$ cat src/rtl/uart_pkg.sv
// UART shared definitions: FSM state encodings and frame constants.
// Used by both the transmitter and the receiver.
package uart_pkg;

  typedef enum logic [2:0] {
    IDLE          = 3'd0,
    TX_START_BIT  = 3'd1,
    TX_DATA_BITS  = 3'd2,
    TX_PARITY_BIT = 3'd3,
    TX_STOP_BIT   = 3'd4,
    CLEANUP       = 3'd5
  } uart_state_e;

  localparam int unsigned START_BITS = 1;
  localparam int unsigned DATA_BITS  = 8;
  localparam int unsigned STOP_BITS  = 1;

  function automatic int unsigned frame_bits(
    input bit parity_en
  );
    return START_BITS + DATA_BITS + STOP_BITS
         + (parity_en ? 32'd1 : 32'd0);
  endfunction

  function automatic logic parity_of(
    input logic [7:0] d,
    input logic       odd
  );
    return (^d) ^ odd;
  endfunction

endpackage

$ cat src/rtl/uart_tx_fifo.sv
// Transmit byte buffer, first-word-fall-through.
// Pointers carry an extra MSB to tell full from empty.
module uart_tx_fifo
  import uart_pkg::*;
#(
  parameter int DEPTH = 4,
  parameter int WIDTH = 8
) (
  input  logic             clk,
  input  logic             rst_n,
  input  logic             wr_en,
  input  logic [WIDTH-1:0] wr_data,
  input  logic             rd_en,
  output logic [WIDTH-1:0] rd_data,
  output logic             full,
  output logic             empty
);

  localparam int AW = $clog2(DEPTH);
  localparam logic [AW:0] PTR_ONE = {{AW{1'b0}}, 1'b1};

  logic [AW:0]      wptr_q;
  logic [AW:0]      wptr_d;
  logic [AW:0]      rptr_q;
  logic [AW:0]      rptr_d;
  logic [WIDTH-1:0] mem_q [DEPTH];
  logic             do_wr;
  logic             do_rd;

  assign full  = (wptr_q[AW] != rptr_q[AW])
              && (wptr_q[AW-1:0] == rptr_q[AW-1:0]);
  assign empty = (wptr_q == rptr_q);

  // writes while full are dropped; reads while empty ignored
  assign do_wr = wr_en & ~full;
  assign do_rd = rd_en & ~empty;

  assign rd_data = mem_q[rptr_q[AW-1:0]];

  // next pointer values
  always_comb begin
    wptr_d = wptr_q;
    rptr_d = rptr_q;
    if (do_wr) wptr_d = wptr_q + PTR_ONE;
    if (do_rd) rptr_d = rptr_q + PTR_ONE;
  end

  // pointer registers
  always_ff @(posedge clk or negedge rst_n) begin
    if (!rst_n) begin
      wptr_q <= '0;
      rptr_q <= '0;
    end else begin
      wptr_q <= wptr_d;
      rptr_q <= rptr_d;
    end
  end

  // storage array, contents qualified by the pointers
  always_ff @(posedge clk) begin
    if (do_wr) mem_q[wptr_q[AW-1:0]] <= wr_data;
  end

endmodule

$ cat src/rtl/uart_tx.sv
// UART transmitter: buffered bytes out as start/data/parity/stop.
// All line outputs are registered.
module uart_tx
  import uart_pkg::*;
#(
  parameter int CLKS_PER_BIT = 217,
  parameter int FIFO_DEPTH   = 4,
  parameter int PARITY_EN    = 0,
  parameter int PARITY_ODD   = 0
) (
  input  logic       i_Clock,
  input  logic       i_Rst_L,
  input  logic       i_TX_DV,
  input  logic [7:0] i_TX_Byte,
  output logic       o_TX_Ready,
  output logic       o_TX_Active,
  output logic       o_TX_Serial,
  output logic       o_TX_Done
);

  localparam int CW = $clog2(CLKS_PER_BIT);
  localparam logic [CW-1:0] CNT_MAX = CW'(CLKS_PER_BIT - 1);
  localparam logic [CW-1:0] CNT_ONE = CW'(1);
  localparam logic [2:0] LAST_IDX = 3'(DATA_BITS - 1);
  localparam logic P_EN  = (PARITY_EN != 0);
  localparam logic P_ODD = (PARITY_ODD != 0);

  uart_state_e state_q;
  uart_state_e state_d;
  logic [CW-1:0] cnt_q;
  logic [CW-1:0] cnt_d;
  logic [2:0]    idx_q;
  logic [2:0]    idx_d;
  logic [7:0]    data_q;
  logic [7:0]    data_d;
  logic          ser_q;
  logic          ser_d;
  logic          act_q;
  logic          act_d;
  logic          done_q;
  logic          done_d;
  logic          avail_q;

  logic          pop;
  logic          bit_end;
  logic          fifo_full;
  logic          fifo_empty;
  logic [7:0]    fifo_rdata;

  uart_tx_fifo #(
    .DEPTH (FIFO_DEPTH),
    .WIDTH (8)
  ) u_fifo (
    .clk     (i_Clock),
    .rst_n   (i_Rst_L),
    .wr_en   (i_TX_DV),
    .wr_data (i_TX_Byte),
    .rd_en   (pop),
    .rd_data (fifo_rdata),
    .full    (fifo_full),
    .empty   (fifo_empty)
  );

  assign o_TX_Ready  = ~fifo_full;
  assign o_TX_Active = act_q;
  assign o_TX_Serial = ser_q;
  assign o_TX_Done   = done_q;

  assign bit_end = (cnt_q == CNT_MAX);

  // one-cycle handoff stage: a byte written into an
  // empty buffer is seen by IDLE one edge later
  always_ff @(posedge i_Clock or negedge i_Rst_L) begin
    if (!i_Rst_L) avail_q <= 1'b0;
    else          avail_q <= ~fifo_empty;
  end

  // next-state, line level and buffer pop
  always_comb begin
    state_d = state_q;
    cnt_d   = cnt_q;
    idx_d   = idx_q;
    data_d  = data_q;
    ser_d   = ser_q;
    act_d   = act_q;
    done_d  = 1'b0;
    pop     = 1'b0;
    case (state_q)
      IDLE: begin
        ser_d = 1'b1;
        act_d = 1'b0;
        cnt_d = '0;
        idx_d = '0;
        if (avail_q && !fifo_empty) begin
          pop     = 1'b1;
          data_d  = fifo_rdata;
          ser_d   = 1'b0;
          act_d   = 1'b1;
          state_d = TX_START_BIT;
        end
      end
      TX_START_BIT: begin
        if (bit_end) begin
          cnt_d   = '0;
          idx_d   = '0;
          ser_d   = data_q[0];
          state_d = TX_DATA_BITS;
        end else begin
          cnt_d = cnt_q + CNT_ONE;
        end
      end
      TX_DATA_BITS: begin
        if (bit_end) begin
          cnt_d = '0;
          if (idx_q == LAST_IDX) begin
            if (P_EN) begin
              ser_d   = parity_of(data_q, P_ODD);
              state_d = TX_PARITY_BIT;
            end else begin
              ser_d   = 1'b1;
              state_d = TX_STOP_BIT;
            end
          end else begin
            idx_d = idx_q + 3'd1;
            ser_d = data_q[idx_q + 3'd1];
          end
        end else begin
          cnt_d = cnt_q + CNT_ONE;
        end
      end
      TX_PARITY_BIT: begin
        if (bit_end) begin
          cnt_d   = '0;
          ser_d   = 1'b1;
          state_d = TX_STOP_BIT;
        end else begin
          cnt_d = cnt_q + CNT_ONE;
        end
      end
      TX_STOP_BIT: begin
        if (bit_end) begin
          cnt_d   = '0;
          ser_d   = 1'b1;
          act_d   = 1'b0;
          done_d  = 1'b1;
          state_d = CLEANUP;
        end else begin
          cnt_d = cnt_q + CNT_ONE;
        end
      end
      CLEANUP: begin
        ser_d   = 1'b1;
        act_d   = 1'b0;
        state_d = IDLE;
      end
      default: begin
        cnt_d   = '0;
        idx_d   = '0;
        ser_d   = 1'b1;
        act_d   = 1'b0;
        state_d = IDLE;
      end
    endcase
  end

  // FSM and datapath registers
  always_ff @(posedge i_Clock or negedge i_Rst_L) begin
    if (!i_Rst_L) begin
      state_q <= IDLE;
      cnt_q   <= '0;
      idx_q   <= '0;
      data_q  <= '0;
      ser_q   <= 1'b1;
      act_q   <= 1'b0;
      done_q  <= 1'b0;
    end else begin
      state_q <= state_d;
      cnt_q   <= cnt_d;
      idx_q   <= idx_d;
      data_q  <= data_d;
      ser_q   <= ser_d;
      act_q   <= act_d;
      done_q  <= done_d;
    end
  end

endmodule
$ cat config.mk
export PLATFORM = sky130hd
export DESIGN_NAME = uart_tx
export DESIGN_NICKNAME = d
export VERILOG_FILES = /design/src/rtl/uart_pkg.sv /design/src/rtl/uart_tx_fifo.sv /design/src/rtl/uart_tx.sv
export SDC_FILE = /design/constraint.sdc
export NUM_CORES = 1
export LEC_CHECK = 0
export BUFFER_PORTS_ARGS = -buffer_cell sky130_fd_sc_hd__buf_4
export CAP_MARGIN = 0
export CORE_AREA = 2 2 73 75
export CTS_CLUSTER_DIAMETER = 150
export CTS_CLUSTER_SIZE = 24
export DETAILED_ROUTE_END_ITERATION = 7
export DIE_AREA = 0 0 75 77
export PLACE_DENSITY = 0.8
export SYNTH_ARGS = -nofsm -noshare
export SYNTH_HDL_FRONTEND = slang
export SYNTH_SLANG_ARGS = --single-unit
$ cat constraint.sdc
create_clock -name i_Clock -period 4.2 [get_ports i_Clock]
set_clock_uncertainty 0.1 [all_clocks]
set_input_delay 0.21 -clock i_Clock [delete_from_list [all_inputs] [get_ports i_Clock]]
set_output_delay 0.21 -clock i_Clock [all_outputs]
set_load 0.02 [all_outputs]
==> report_table.html <==
<table>
<tr><th>Metric</th><th>Value</th></tr>
<tr><th colspan="2">Routing</th></tr>
<tr><td>DRC viols</td><td>0</td></tr>
<tr><td>Average wire length per cell after detail routing</td><td>about 16 µm</td></tr>
<tr><td>DR vias/cell</td><td>approximately 5.6</td></tr>
<tr><td>Starting DRC count in detailed routing</td><td>119</td></tr>
<tr><td>First drt pass iteration count</td><td>4</td></tr>
<tr><td>Detail Route Antenna Nets</td><td>0</td></tr>
<tr><td>Final WL</td><td>a little under 5000 µm</td></tr>
<tr><td>Routed vias</td><td>1720</td></tr>
<tr><th colspan="2">Die</th></tr>
<tr><td>Die ar.</td><td>roughly 5800 µm²</td></tr>
<tr><td>Starting utilization of the core area</td><td>between 50% and 60%</td></tr>
<tr><td>Floorplan die height</td><td>roughly 77 µm</td></tr>
<tr><td>Top Ports</td><td>15</td></tr>
<tr><td>Width of the die</td><td>75 µm</td></tr>
<tr><td>Core region area</td><td>4980 µm²</td></tr>
<tr><td>Cell row count</td><td>26</td></tr>
<tr><th colspan="2">Finish</th></tr>
<tr><td>Footprint of the flip-flops and latches</td><td>around 1800 µm²</td></tr>
<tr><td>Antenna diode instance count</td><td>0</td></tr>
<tr><td>Share of layout cells above drive strength 1</td><td>between 20% and 30%</td></tr>
<tr><td>Area taken by multi-input logic gates</td><td>1090 µm²</td></tr>
<tr><td>Final core area utilization</td><td>around 68%</td></tr>
<tr><td>Final #Nets</td><td>roughly 250</td></tr>
<tr><td>Post-route insts no fill</td><td>approximately 300</td></tr>
<tr><td>Area Overhead vs Synth</td><td>13.9%</td></tr>
<tr><td>Fill cells</td><td>334</td></tr>
<tr><th colspan="2">Synthesis</th></tr>
<tr><td>Sequential area share after synthesis</td><td>around 60%</td></tr>
<tr><td>Net count of the mapped netlist</td><td>roughly 230</td></tr>
<tr><td>Area contributors post-synth</td><td>sky130_fd_sc_hd__edfxtp_1, sky130_fd_sc_hd__dfrtp_1, sky130_fd_sc_hd__mux4_2</td></tr>
<tr><td>Number of flops mapped to enable cells by yosys</td><td>32</td></tr>
<tr><td>Library cell occupying the most area in the post-synthesis netlist</td><td>sky130_fd_sc_hd__edfxtp_1</td></tr>
<tr><td>Mux share of post-synthesis cell area</td><td>between 10% and 20%</td></tr>
<tr><td>Fraction of registers with async set/reset</td><td>50.0%</td></tr>
<tr><td>Netlist area before placement</td><td>between 2000 and 3000 µm²</td></tr>
<tr><td>Library cells used by synthesis</td><td>44</td></tr>
<tr><td>Average cell area after synthesis</td><td>approximately 14 µm²</td></tr>
<tr><td>Synthesized netlist cell count</td><td>between 200 and 250</td></tr>
<tr><td>Synth Area in XOR/XNOR</td><td>3.55%</td></tr>
<tr><td>Dominant combinational cell family by area after synthesis</td><td>multiplexers</td></tr>
<tr><td>Most numerous cell types in the synthesized netlist</td><td>sky130_fd_sc_hd__edfxtp_1, sky130_fd_sc_hd__dfrtp_1, sky130_fd_sc_hd__nand2_1</td></tr>
<tr><td>Fraction of synthesized cell area taken by the top area cell type</td><td>about a third</td></tr>
<tr><td>Share of the synthesized area in compound gates (AO/OA/AOI/OAI)</td><td>slightly above 7%</td></tr>
<tr><td>Top-count cell post-synth</td><td>sky130_fd_sc_hd__edfxtp_1</td></tr>
<tr><td>Most used flip-flop cell after synthesis</td><td>sky130_fd_sc_hd__edfxtp_1</td></tr>
<tr><td>Synth warnings</td><td>0</td></tr>
<tr><td>Post-Synth Simple-Gate Area</td><td>approximately 9.3%</td></tr>
<tr><td>Adder and majority cell fraction of the synthesized area</td><td>3.81%</td></tr>
<tr><td>Number of synthesized register bits</td><td>64</td></tr>
<tr><th colspan="2">STA</th></tr>
<tr><td>Tcrit/Tclk final</td><td>between 50% and 60%</td></tr>
<tr><td>Count of pins over their slew limit</td><td>0</td></tr>
<tr><td>Headroom to the max-slew limit</td><td>slightly below 60%</td></tr>
<tr><td>Aggregate negative setup slack</td><td>0 ns</td></tr>
<tr><td>Max Clock Freq</td><td>412 MHz</td></tr>
<tr><td>Worst slew pin tran</td><td>a little over 0.6 ns</td></tr>
<tr><td>Count of endpoints failing hold in the final timing report</td><td>0</td></tr>
<tr><td>Setup repair after global routing missed its margin</td><td>no</td></tr>
<tr><td>Shortest clock period the worst path allows after layout</td><td>between 2 and 2.5 ns</td></tr>
<tr><td>Worst Slack Setup Final</td><td>1.77 ns</td></tr>
<tr><td>Final setup violating endpoints</td><td>0</td></tr>
<tr><th colspan="2">Power</th></tr>
<tr><td>Sequential fraction of design power</td><td>between 40 and 50%</td></tr>
<tr><td>Clk network pwr share</td><td>a little under a quarter</td></tr>
<tr><td>Total power draw</td><td>roughly 2.3 mW</td></tr>
<tr><td>Worst IR Drop VDD</td><td>between 0.3 and 0.4 mV</td></tr>
<tr><td>Relative contribution of combinational cells to total power</td><td>31.4%</td></tr>
<tr><td>Share of total power consumed by net switching</td><td>about 33%</td></tr>
<tr><td>Power Internal</td><td>~1.5 mW</td></tr>
<tr><td>Power per cell area</td><td>668 nW/µm²</td></tr>
<tr><td>Switching Power</td><td>between 0.7 and 0.8 mW</td></tr>
<tr><td>Total leakage power</td><td>1.33 nW</td></tr>
<tr><th colspan="2">Setup path</th></tr>
<tr><td>Depth of the critical timing path with buffers and inverters included</td><td>3</td></tr>
<tr><td>Type of destination of the critical path</td><td>register</td></tr>
<tr><td>Critical path data required time</td><td>just over 4 ns</td></tr>
<tr><td>Endpoint arrival time on the critical path</td><td>between 2 and 2.5 ns</td></tr>
<tr><td>Worst-path fanout max</td><td>11</td></tr>
<tr><td>WS Path Type</td><td>register to register</td></tr>
<tr><td>Slowest stage cell, crit path</td><td>sky130_fd_sc_hd__dfrtp_1</td></tr>
<tr><td>Number of cell instances on the worst register-to-register path</td><td>3</td></tr>
<tr><td>Crit path buf inv count</td><td>0</td></tr>
<tr><td>Worst-path cell chain</td><td>xnor2_1 &gt; a31oi_1 &gt; and2_1</td></tr>
<tr><td>Top delay family on crit path</td><td>flip-flops</td></tr>
<tr><td>Largest stage delay, worst path</td><td>approximately 0.72 ns</td></tr>
<tr><td>CP Launch Type</td><td>register</td></tr>
<tr><th colspan="2">Clocking</th></tr>
<tr><td>TritonCTS clock tree</td><td>done</td></tr>
<tr><td>Skew-Pair Late Insertion Delay</td><td>around 0.34 ns</td></tr>
<tr><td>Max Buffers Root-to-Sink</td><td>2</td></tr>
<tr><td>Total number of clock tree sinks</td><td>64</td></tr>
<tr><td>Buffers inserted during post-CTS setup optimization</td><td>0</td></tr>
<tr><td>Clock Tree Root</td><td>sky130_fd_sc_hd__clkbuf_8</td></tr>
<tr><td>CTS buffer count</td><td>9</td></tr>
<tr><td>Clock transition at the registers of the reported paths</td><td>around 0.07 ns</td></tr>
<tr><td>CTS H-tree lvls</td><td>3</td></tr>
<tr><th colspan="2">Placement</th></tr>
<tr><td>GPL Wtd Cong</td><td>around 0.74</td></tr>
<tr><td>Cell count after placement</td><td>between 200 and 300</td></tr>
<tr><td>Post-placement setup slack</td><td>1.74 ns</td></tr>
<tr><td>Detail Placement HPWL</td><td>between 3000 and 4000 µm</td></tr>
<tr><td># port buffers</td><td>14</td></tr>
<tr><th colspan="2">GRT</th></tr>
<tr><td>Total GRT Usage</td><td>20.1%</td></tr>
<tr><td>Antenna violations before repair</td><td>0</td></tr>
<tr><td>Via count of the first global-routing pass</td><td>1698</td></tr>
<tr><td>Largest net degree at the start of global routing</td><td>33</td></tr>
<tr><td>Global-route wire length before repair</td><td>8400 µm</td></tr>
<tr><td>Total congestion overflow</td><td>0</td></tr>
<tr><th colspan="2">Worst hold path</th></tr>
<tr><td>Hold Path Cell Cnt</td><td>4</td></tr>
<tr><td>Class of the tightest hold or removal check</td><td>input pin to register</td></tr>
<tr><th colspan="2">Flow run</th></tr>
<tr><td>Maximum Capacitance Violations</td><td>0</td></tr>
<tr><th colspan="2">Run status</th></tr>
<tr><td>Outcome</td><td>finished, final reports clean</td></tr>
</table>
-- per-stage QoR --
step	hold WS [ns]	area, µm²
final	0.190	3370
after global routing	0.212	3370
after floorplan	-0.186	2960
after global placement	0.0685	3080
after CTS	0.182	3370
after detailed placement	0.0737	3080
-- metal layers --
layer  global-route usage [%]  vias to the layer above  wire, µm
li1                         -                      822         -
met1                     26.9                      859      2160
met2                     30.0                       30      2450
met3                     5.26                        9       167
met4                     10.2                        0        95
met5                        0                        -         0
-- final timing paths --
path                                                    from                            to  slack [ns]
worst min-delay path                                 i_TX_DV  u_fifo.wptr_q[0]$_DFFE_PN0P_        0.19
worst max register to register  u_fifo.rptr_q[0]$_DFFE_PN0P_  u_fifo.mem_q[3][7]$_DFFE_PP_        1.77
min in group asynchronous                            i_Rst_L          cnt_q[6]$_DFFE_PN0P_        0.24
worst max-delay path            u_fifo.rptr_q[0]$_DFFE_PN0P_  u_fifo.mem_q[3][7]$_DFFE_PP_        1.77
max in group asynchronous                            i_Rst_L       o_TX_Serial$_DFFE_PN1P_        3.44
worst min register to register         data_q[7]$_DFFE_PN0P_         data_q[7]$_DFFE_PN0P_        0.41
-- cells by family (layout without fill, tap and decap cells) --
| kind of cell | after synthesis | after routing |
|---|---|---|
| AOI/OAI and AO/OA | 33 | 33 |
| xor gates and xnor gates | 12 | 12 |
| adders and majority gates | 9 | 9 |
| buffers and inverters | 18 | 48 |
| DFF | 64 | 64 |
| muxes | 23 | 23 |
| and+or+nand+nor | 49 | 49 |
-- layout by cell type, fill, tap and decap left out, types with 3 or more instances in the layout --
cell type                       netlist  routed
sky130_fd_sc_hd__clkbuf_8             0       9
sky130_fd_sc_hd__dlygate4sd3_1        0       9
sky130_fd_sc_hd__a31oi_1              4       4
sky130_fd_sc_hd__or3_1                4       4
sky130_fd_sc_hd__edfxtp_1            32      32
sky130_fd_sc_hd__nor2_1               9       9
sky130_fd_sc_hd__mux2i_1              3       3
sky130_fd_sc_hd__xnor2_1              7       7
sky130_fd_sc_hd__dfrtp_1             31      31
sky130_fd_sc_hd__nand2_1             12      12
sky130_fd_sc_hd__ha_1                 9       9
sky130_fd_sc_hd__xor2_1               5       5
sky130_fd_sc_hd__mux2_4               5       5
sky130_fd_sc_hd__mux2_2               5       5
sky130_fd_sc_hd__nor3b_1              3       3
sky130_fd_sc_hd__and2_1               7       7
sky130_fd_sc_hd__buf_4                1      14
sky130_fd_sc_hd__inv_1                9       9
sky130_fd_sc_hd__mux4_2              10      10
sky130_fd_sc_hd__o21ai_0             10      10
sky130_fd_sc_hd__a21oi_1              9       9
-- tightest hold or removal path: stages --
cell	delay, ns
sky130_fd_sc_hd__buf_4	0.11
sky130_fd_sc_hd__inv_1	0.04
sky130_fd_sc_hd__a31oi_1	0.09
sky130_fd_sc_hd__xnor2_1	0.14
-- power groups by stage --
stage / logic (mW) / registers [mW] / clock network [mW]
global placement: 0.677 / 1.03 / 0
floorplan: 0.640 / 0.961 / 0
global route: 0.787 / 1.06 / 0.563
detailed placement: 0.702 / 1.05 / 0
CTS: 0.713 / 1.03 / 0.529
finish: 0.706 / 1.03 / 0.515
-- final cells by class --
cell class	instances	share of cell area [%]
Clock buffer	9	3.68
Clock inverter	7	2.15
Inverter	9	1.00
Multi-Input combinational cell	126	32.5
Sequential cell	64	52.3
Tap cell	70	2.60
Timing Repair Buffer	23	5.79
-- flip-flops by register name, summed over array words and instances, names as in the netlist --
signal / count
avail_q: 1
cnt_q: 8
data_q: 8
idx_q: 3
o_TX_Active: 1
o_TX_Done: 1
o_TX_Serial: 1
state_q: 3
u_fifo.mem_q: 32
u_fifo.rptr_q: 3
u_fifo.wptr_q: 3
-- what timing repair did --
action,CTS,global route
endpoints found under the hold margin,63,0
hold buffers,9,0
resized for setup,0,0
Note: power is estimated with default switching activity, not from simulation.
